===== src/rtl/disp_timing_pkg.sv =====
// Shared definitions for the display timing generator: timing presets,
// colour constants, pattern-select encoding and counter widths.
package disp_timing_pkg;

  localparam int HCNT_W = 11;
  localparam int VCNT_W = 10;

  typedef struct packed {
    int h_active;
    int h_fp;
    int h_sync;
    int h_bp;
    int v_active;
    int v_fp;
    int v_sync;
    int v_bp;
    bit sync_pol;
  } timing_t;

  localparam timing_t VGA_640x480 = '{
    h_active: 640, h_fp: 16, h_sync: 96,  h_bp: 48,
    v_active: 480, v_fp: 10, v_sync: 2,   v_bp: 33,
    sync_pol: 1'b0
  };

  localparam timing_t XGA_1024x768 = '{
    h_active: 1024, h_fp: 24, h_sync: 136, h_bp: 160,
    v_active: 768,  v_fp: 3,  v_sync: 6,   v_bp: 29,
    sync_pol: 1'b0
  };

  localparam logic [23:0] WHITE   = 24'hFFFFFF;
  localparam logic [23:0] YELLOW  = 24'hFFFF00;
  localparam logic [23:0] CYAN    = 24'h00FFFF;
  localparam logic [23:0] GREEN   = 24'h00FF00;
  localparam logic [23:0] MAGENTA = 24'hFF00FF;
  localparam logic [23:0] RED     = 24'hFF0000;
  localparam logic [23:0] BLUE    = 24'h0000FF;
  localparam logic [23:0] BLACK   = 24'h000000;

  typedef enum logic [1:0] {
    PAT_BARS  = 2'd0,
    PAT_RAMP  = 2'd1,
    PAT_CHECK = 2'd2,
    PAT_BLACK = 2'd3
  } pat_e;

  // Colour of bar number idx, left to right.
  function automatic logic [23:0] bar_colour(input logic [2:0] idx);
    logic [23:0] c;
    case (idx)
      3'd0:    c = WHITE;
      3'd1:    c = YELLOW;
      3'd2:    c = CYAN;
      3'd3:    c = GREEN;
      3'd4:    c = MAGENTA;
      3'd5:    c = RED;
      3'd6:    c = BLUE;
      default: c = BLACK;
    endcase
    return c;
  endfunction

endpackage


===== src/rtl/disp_pattern.sv =====
// Test-pattern colour mapper. Purely combinational; the caller registers
// the result. Optional white grid/border overlay when DISP_TIMING_GRID_EN
// is defined.
module disp_pattern
  import disp_timing_pkg::*;
#(
  parameter int H_ACTIVE = 640,
  parameter int V_ACTIVE = 480
) (
  input  logic [HCNT_W-1:0] h,
  input  logic [VCNT_W-1:0] v,
  input  pat_e              pat,
  input  logic [2:0]        bar_idx,
  input  logic              de,
  output logic [23:0]       rgb
);

`ifdef DISP_TIMING_GRID_EN
  logic grid_hit;

  // Grid lines every 64 pixels/lines plus a border on the last active column/row.
  always_comb begin
    grid_hit = (h[5:0] == 6'd0) || (v[5:0] == 6'd0) ||
               (int'(h) == H_ACTIVE - 1) || (int'(v) == V_ACTIVE - 1);
  end
`else
  // Only h[7:0] and v[4] drive the patterns without the grid.
  localparam int unused_active = H_ACTIVE + V_ACTIVE;
  logic unused_bits;
  assign unused_bits = ^{h[HCNT_W-1:8], v[VCNT_W-1:5], v[3:0]};
`endif

  // Select the pattern colour; blank outside the active area.
  always_comb begin
    rgb = BLACK;
    if (de) begin
      case (pat)
        PAT_BARS:  rgb = bar_colour(bar_idx);
        PAT_RAMP:  rgb = {h[7:0], h[7:0], h[7:0]};
        PAT_CHECK: rgb = (h[4] ^ v[4]) ? WHITE : BLACK;
        default:   rgb = BLACK;
      endcase
`ifdef DISP_TIMING_GRID_EN
      if (grid_hit) begin
        rgb = WHITE;
      end
`endif
    end
  end

endmodule


===== src/rtl/disp_timing_gen.sv =====
// Display timing generator: HS/VS/DE plus RGB test patterns, one registered
// output stage after the pixel/line counters. Grid overlay is enabled with
// the DISP_TIMING_GRID_EN macro.
module disp_timing_gen
  import disp_timing_pkg::*;
#(
  parameter int H_ACTIVE = VGA_640x480.h_active,
  parameter int H_FP     = VGA_640x480.h_fp,
  parameter int H_SYNC   = VGA_640x480.h_sync,
  parameter int H_BP     = VGA_640x480.h_bp,
  parameter int V_ACTIVE = VGA_640x480.v_active,
  parameter int V_FP     = VGA_640x480.v_fp,
  parameter int V_SYNC   = VGA_640x480.v_sync,
  parameter int V_BP     = VGA_640x480.v_bp,
  parameter bit SYNC_POL = VGA_640x480.sync_pol
) (
  input  logic              PCK,
  input  logic              RST,
  input  logic [1:0]        PAT_SEL,
  output logic [7:0]        OUT_R,
  output logic [7:0]        OUT_G,
  output logic [7:0]        OUT_B,
  output logic              OUT_HS,
  output logic              OUT_VS,
  output logic              OUT_DE,
  output logic [HCNT_W-1:0] HCNT,
  output logic [VCNT_W-1:0] VCNT,
  output logic              FRAME_START
);

  localparam int HTOTAL = H_ACTIVE + H_FP + H_SYNC + H_BP;
  localparam int VTOTAL = V_ACTIVE + V_FP + V_SYNC + V_BP;
  localparam int BAR_W  = H_ACTIVE / 8;

  if (HTOTAL > 2048) begin : g_htotal_guard
    $error("disp_timing_gen: HTOTAL %0d exceeds 2048", HTOTAL);
  end
  if (VTOTAL > 1024) begin : g_vtotal_guard
    $error("disp_timing_gen: VTOTAL %0d exceeds 1024", VTOTAL);
  end
  if ((H_ACTIVE % 8) != 0 || H_ACTIVE < 8) begin : g_hactive_guard
    $error("disp_timing_gen: H_ACTIVE %0d must be a non-zero multiple of 8", H_ACTIVE);
  end

  logic [HCNT_W-1:0] h_q, h_d;
  logic [VCNT_W-1:0] v_q, v_d;
  logic [HCNT_W-1:0] bar_cnt_q, bar_cnt_d;
  logic [2:0]        bar_idx_q, bar_idx_d;
  pat_e              pat_q, pat_d;

  logic [23:0]       rgb_q, rgb_d;
  logic              de_q, de_d;
  logic              hs_q, hs_d;
  logic              vs_q, vs_d;
  logic [HCNT_W-1:0] hcnt_q, hcnt_d;
  logic [VCNT_W-1:0] vcnt_q, vcnt_d;
  logic              fs_q, fs_d;

  logic              h_wrap;
  logic              at_origin;
  pat_e              pat_cur;
  logic [23:0]       rgb_pat;

  // Counter advance, bar sub-counter and frame-boundary pattern latch.
  always_comb begin
    h_wrap    = (int'(h_q) == HTOTAL - 1);
    at_origin = (h_q == '0) && (v_q == '0);
    h_d       = h_wrap ? '0 : h_q + 1'b1;
    v_d       = v_q;
    if (h_wrap) begin
      v_d = (int'(v_q) == VTOTAL - 1) ? '0 : v_q + 1'b1;
    end

    bar_cnt_d = bar_cnt_q + 1'b1;
    bar_idx_d = bar_idx_q;
    if (h_wrap) begin
      bar_cnt_d = '0;
      bar_idx_d = '0;
    end else if (int'(bar_cnt_q) == BAR_W - 1) begin
      bar_cnt_d = '0;
      bar_idx_d = bar_idx_q + 1'b1;
    end

    // The (0,0) pixel already uses the freshly sampled selection so the
    // whole new frame is drawn with one pattern.
    pat_cur = at_origin ? pat_e'(PAT_SEL) : pat_q;
    pat_d   = pat_cur;
  end

  // Region decode for the output stage.
  always_comb begin
    de_d   = (int'(h_q) < H_ACTIVE) && (int'(v_q) < V_ACTIVE);
    hs_d   = ((int'(h_q) >= H_ACTIVE + H_FP) && (int'(h_q) < H_ACTIVE + H_FP + H_SYNC))
             ? SYNC_POL : ~SYNC_POL;
    vs_d   = ((int'(v_q) >= V_ACTIVE + V_FP) && (int'(v_q) < V_ACTIVE + V_FP + V_SYNC))
             ? SYNC_POL : ~SYNC_POL;
    hcnt_d = h_q;
    vcnt_d = v_q;
    fs_d   = at_origin;
    rgb_d  = rgb_pat;
  end

  disp_pattern #(
    .H_ACTIVE (H_ACTIVE),
    .V_ACTIVE (V_ACTIVE)
  ) u_pattern (
    .h       (h_q),
    .v       (v_q),
    .pat     (pat_cur),
    .bar_idx (bar_idx_q),
    .de      (de_d),
    .rgb     (rgb_pat)
  );

  // Counter state; reset restarts the raster at (0,0) with colour bars.
  always_ff @(posedge PCK) begin
    if (RST) begin
      h_q       <= '0;
      v_q       <= '0;
      bar_cnt_q <= '0;
      bar_idx_q <= '0;
      pat_q     <= PAT_BARS;
    end else begin
      h_q       <= h_d;
      v_q       <= v_d;
      bar_cnt_q <= bar_cnt_d;
      bar_idx_q <= bar_idx_d;
      pat_q     <= pat_d;
    end
  end

  // Output stage; reset blanks immediately and drops any sync pulse.
  always_ff @(posedge PCK) begin
    if (RST) begin
      rgb_q  <= '0;
      de_q   <= 1'b0;
      hs_q   <= ~SYNC_POL;
      vs_q   <= ~SYNC_POL;
      hcnt_q <= '0;
      vcnt_q <= '0;
      fs_q   <= 1'b0;
    end else begin
      rgb_q  <= rgb_d;
      de_q   <= de_d;
      hs_q   <= hs_d;
      vs_q   <= vs_d;
      hcnt_q <= hcnt_d;
      vcnt_q <= vcnt_d;
      fs_q   <= fs_d;
    end
  end

  assign {OUT_R, OUT_G, OUT_B} = rgb_q;
  assign OUT_DE      = de_q;
  assign OUT_HS      = hs_q;
  assign OUT_VS      = vs_q;
  assign HCNT        = hcnt_q;
  assign VCNT        = vcnt_q;
  assign FRAME_START = fs_q;

endmodule


===== config.mk =====
export PLATFORM = sky130hd
export DESIGN_NAME = disp_timing_gen
export DESIGN_NICKNAME = d
export VERILOG_FILES = /design/src/rtl/disp_timing_pkg.sv /design/src/rtl/disp_pattern.sv /design/src/rtl/disp_timing_gen.sv
export SDC_FILE = /design/constraint.sdc
export NUM_CORES = 1
export LEC_CHECK = 0
export CORE_UTILIZATION = 53
export CTS_CLUSTER_DIAMETER = 120
export DETAILED_ROUTE_END_ITERATION = 8
export HOLD_SLACK_MARGIN = 0.06
export PLACE_DENSITY = 0.79
export SLEW_MARGIN = 20
export SYNTH_ARGS = -nofsm -noshare
export SYNTH_HDL_FRONTEND = slang
export SYNTH_SLANG_ARGS = --single-unit

===== constraint.sdc =====
create_clock -name PCK -period 2.4 [get_ports PCK]
set_input_delay 0.72 -clock PCK [delete_from_list [all_inputs] [get_ports PCK]]
set_output_delay 0.72 -clock PCK [all_outputs]
set_load 0.02 [all_outputs]

==> results of run 1 <==
[metrics by stage]
step	total power, mW	hold WS [ns]
final	2.954	0.4478
after global routing	3.059	0.4810
after CTS	2.972	0.4510
after detailed placement	1.952	0.4333
after global placement	1.944	0.4245
after floorplan	1.777	0.4132
[power breakdown]
part	switching [mW]	internal, mW	total, mW
registers	0.0314	1.50	1.53
logic	0.211	0.177	0.388
clock network	0.522	0.514	1.04
total	0.765	2.19	2.95
[state kept, by name, summed over array words and instances, names as in the netlist]
| register | count |
|---|---|
| OUT_DE | 1 |
| rgb_q | 24 |
| FRAME_START | 1 |
| bar_cnt_q | 11 |
| VCNT | 10 |
| h_q | 11 |
| OUT_HS | 1 |
| HCNT | 11 |
| OUT_VS | 1 |
| bar_idx_q | 3 |
| v_q | 10 |
| pat_q | 2 |
[area by class of cell]
class / instances / area (um^2) / share of cell area [%]
tap: 75 / 93.84 / 2.275
multi-input combinational: 231 / 1450 / 35.16
sequential: 86 / 1722 / 41.75
clock inverter: 6 / 68.82 / 1.669
timing repair buffer: 65 / 618.1 / 14.99
clock buffer: 10 / 137.6 / 3.337
inverter: 9 / 33.78 / 0.8192
[repair_timing]
action	4_1_cts	5_1_grt
setup buffers	0	0
endpoints found under the setup margin	0	1
endpoints found under the hold margin	0	0
[synthesized netlist by cell type, types with 8 or more instances]
cell type,number,share of area (%)
nor2b_1,18,3.4
a21oi_1,33,5.0
xnor2_1,10,2.7
clkbuf_1,10,1.1
and3_1,10,1.9
dfxtp_1,86,52
xor2_1,17,4.5
nand3_1,8,1.2
inv_1,9,1.0
nand4_1,11,2.1
nor2_1,47,5.4
ha_1,10,3.8
nand2_1,21,2.4
[cell families after synthesis]
kind of cell             share of synthesized area [%]
AND/OR/NAND/NOR                                  23.68
flip-flops                                       52.38
AO/OA/AOI/OAI                                    7.804
XOR/XNOR                                         7.194
buffers and inverters                            3.502
adder cells (fa/ha/maj)                          3.807
multiplexers                                     1.637
[cells in the final DEF (no fill, tap or decap), drive strengths merged, types with 3 or more instances in the layout]
master / n
dfxtp: 86
clkdlybuf4s50: 52
nor2: 48
a21oi: 33
nand2: 21
nor2b: 18
xor2: 17
buf: 13
nand4: 12
xnor2: 10
and3: 10
ha: 10
clkbuf: 10
inv: 10
nand3: 8
nor3: 8
nor4: 6
mux2i: 5
or3: 3
nor4b: 3
clkinv: 3
[worst paths after layout]
kind | from | to | slack (ns) | depth (start not counted)
max reg2reg | h_q[0] | rgb_q[16] | 0.22 | 6
max | h_q[0] | rgb_q[16] | 0.22 | 6
min reg2reg | bar_cnt_q[0] | bar_cnt_q[0] | 0.45 | 1
min | bar_cnt_q[0] | bar_cnt_q[0] | 0.45 | 1
[layer usage]
metal | vias to the layer above | GRT usage, %
met2 | 59 | 35.59
li1 | 1284 | -
met5 | - | 0
met4 | 0 | 9.643
met1 | 1199 | 26.54
met3 | 12 | 5.393
==> flow_summary.toml, run 1 <==
[critical_path]
worstPathMaxFanout = 24
start_kind = "register"
crit_chain = "inv_1 > ha_1 > nor4b_1 > nand4_4 > o211ai_4 > a21oi_1"
critical_path_class = "reg2reg"
critPathCaptureType = "register"
cp_slowest_stage_delay_ns = 0.56
slowest_stage = "o211ai_4"
crit_family = "simple AND/OR/NAND/NOR gates"
crit_required_ns = 2.61
arrival_ns = 2.39
critical_path_buf_inv_count = 1

[synth]
synth_nets = 355
synthesis.area_mm2 = 0.003287
syn_inst = 341
yosysWarnings = 0
synth_edf_count = 0
postSynthAreaPerCell_um2 = 9.639
synth_cell_types = 39
ys_async_sr_fraction_pct = 0
synth-seq-cells = 86
ys_seq_area_share_pct = 52.38
synth_flop_cell = "dfxtp_1"

[routing]
wire_per_inst_um = 13.28
drt-met1-wl_mm = 2.845
routed.top_layer = "met4"
route.met3.wl_um = 259
drc = 0
drt_iter0_markers = 195
vias_per_cell = 5.299
wl_met2_mm = 3.185
drt-total-wl_mm = 6.399
firstDrtPassIters = 5
via_count = 2554
antenna_left = 0

[finish]
nFillCells = 481
fin_nets = 416
diodes = 0
area_growth_pct = 25.47
stdcell_count = 482
final_cell_area_mm2 = 0.004124
layout-drive-gt1-share_pct = 9.091
postLayoutCoreUtil_pct = 69.24

[clock_tree]
cts_max_level = 3
cts_buffer_depth = 2
numCtsBuffers = 9
cts_hold_buf = 0
clk_latency_ns = 0.36
post_cts_resized = 0
cts_tree = "done"
cts_root_buf = "clkbuf_8"
clock-sinks = 86
clkTransAtPathRegs_ns = 0.09

[floorplanning]
die-area_mm2 = 0.006521
start_util_pct = 55.19
fp.dieH_um = 80.75
dieWidth_um = 80.75
coreArea_mm2 = 0.005956
io_pins = 53
rows = 28

[sta]
slew_viol_final = 0
finClkSkew_ns = 0.01172
slew_headroom_pct = 59.31
rsz0062_at_grt = "no"
max_freq_ghz = 0.4586
hold_viol = 0
tns_ns = 0
min_period_ns = 2.181
worst_slack_ns = 0.2194
worst_slew_pin_slew_ns = 0.6075
fin_crit_sh_pct = 90.86
setup_viol = 0

[job]
cap_violations = 0

[place]
hpwl_mm = 4.545
io_buffer_count = 52
globalplace.congestion = 0.8408
pre_cts_slack_ns = 0.2093
placed_cell_area_mm2 = 0.003918
dp_cells = 466

[power_and_ir_drop]
power_leakage_nw = 1.601
power_density_mw_per_mm2 = 716.4
peakVddDrop_v = 0.0005234

[outcome]
outcome = "completed"

[global_route]
grt_max_degree = 33
grt_usage_pct = 21.54
grt_pass1_wl_mm = 10.41
gr-total-overflow = 0
grt_pass1_vias = 2282
antenna_found_initial = 0

[hold_path]
hp-class = "reg2reg"
Note: power is estimated with default switching activity, not from simulation.
==> run 2: changes to the inputs <==
Settings changed: ABC_CLOCK_PERIOD_IN_PS from default to 2400.
==> results of run 2 <==
No change in the layout: final DEF, timing and power equal those of run 1.
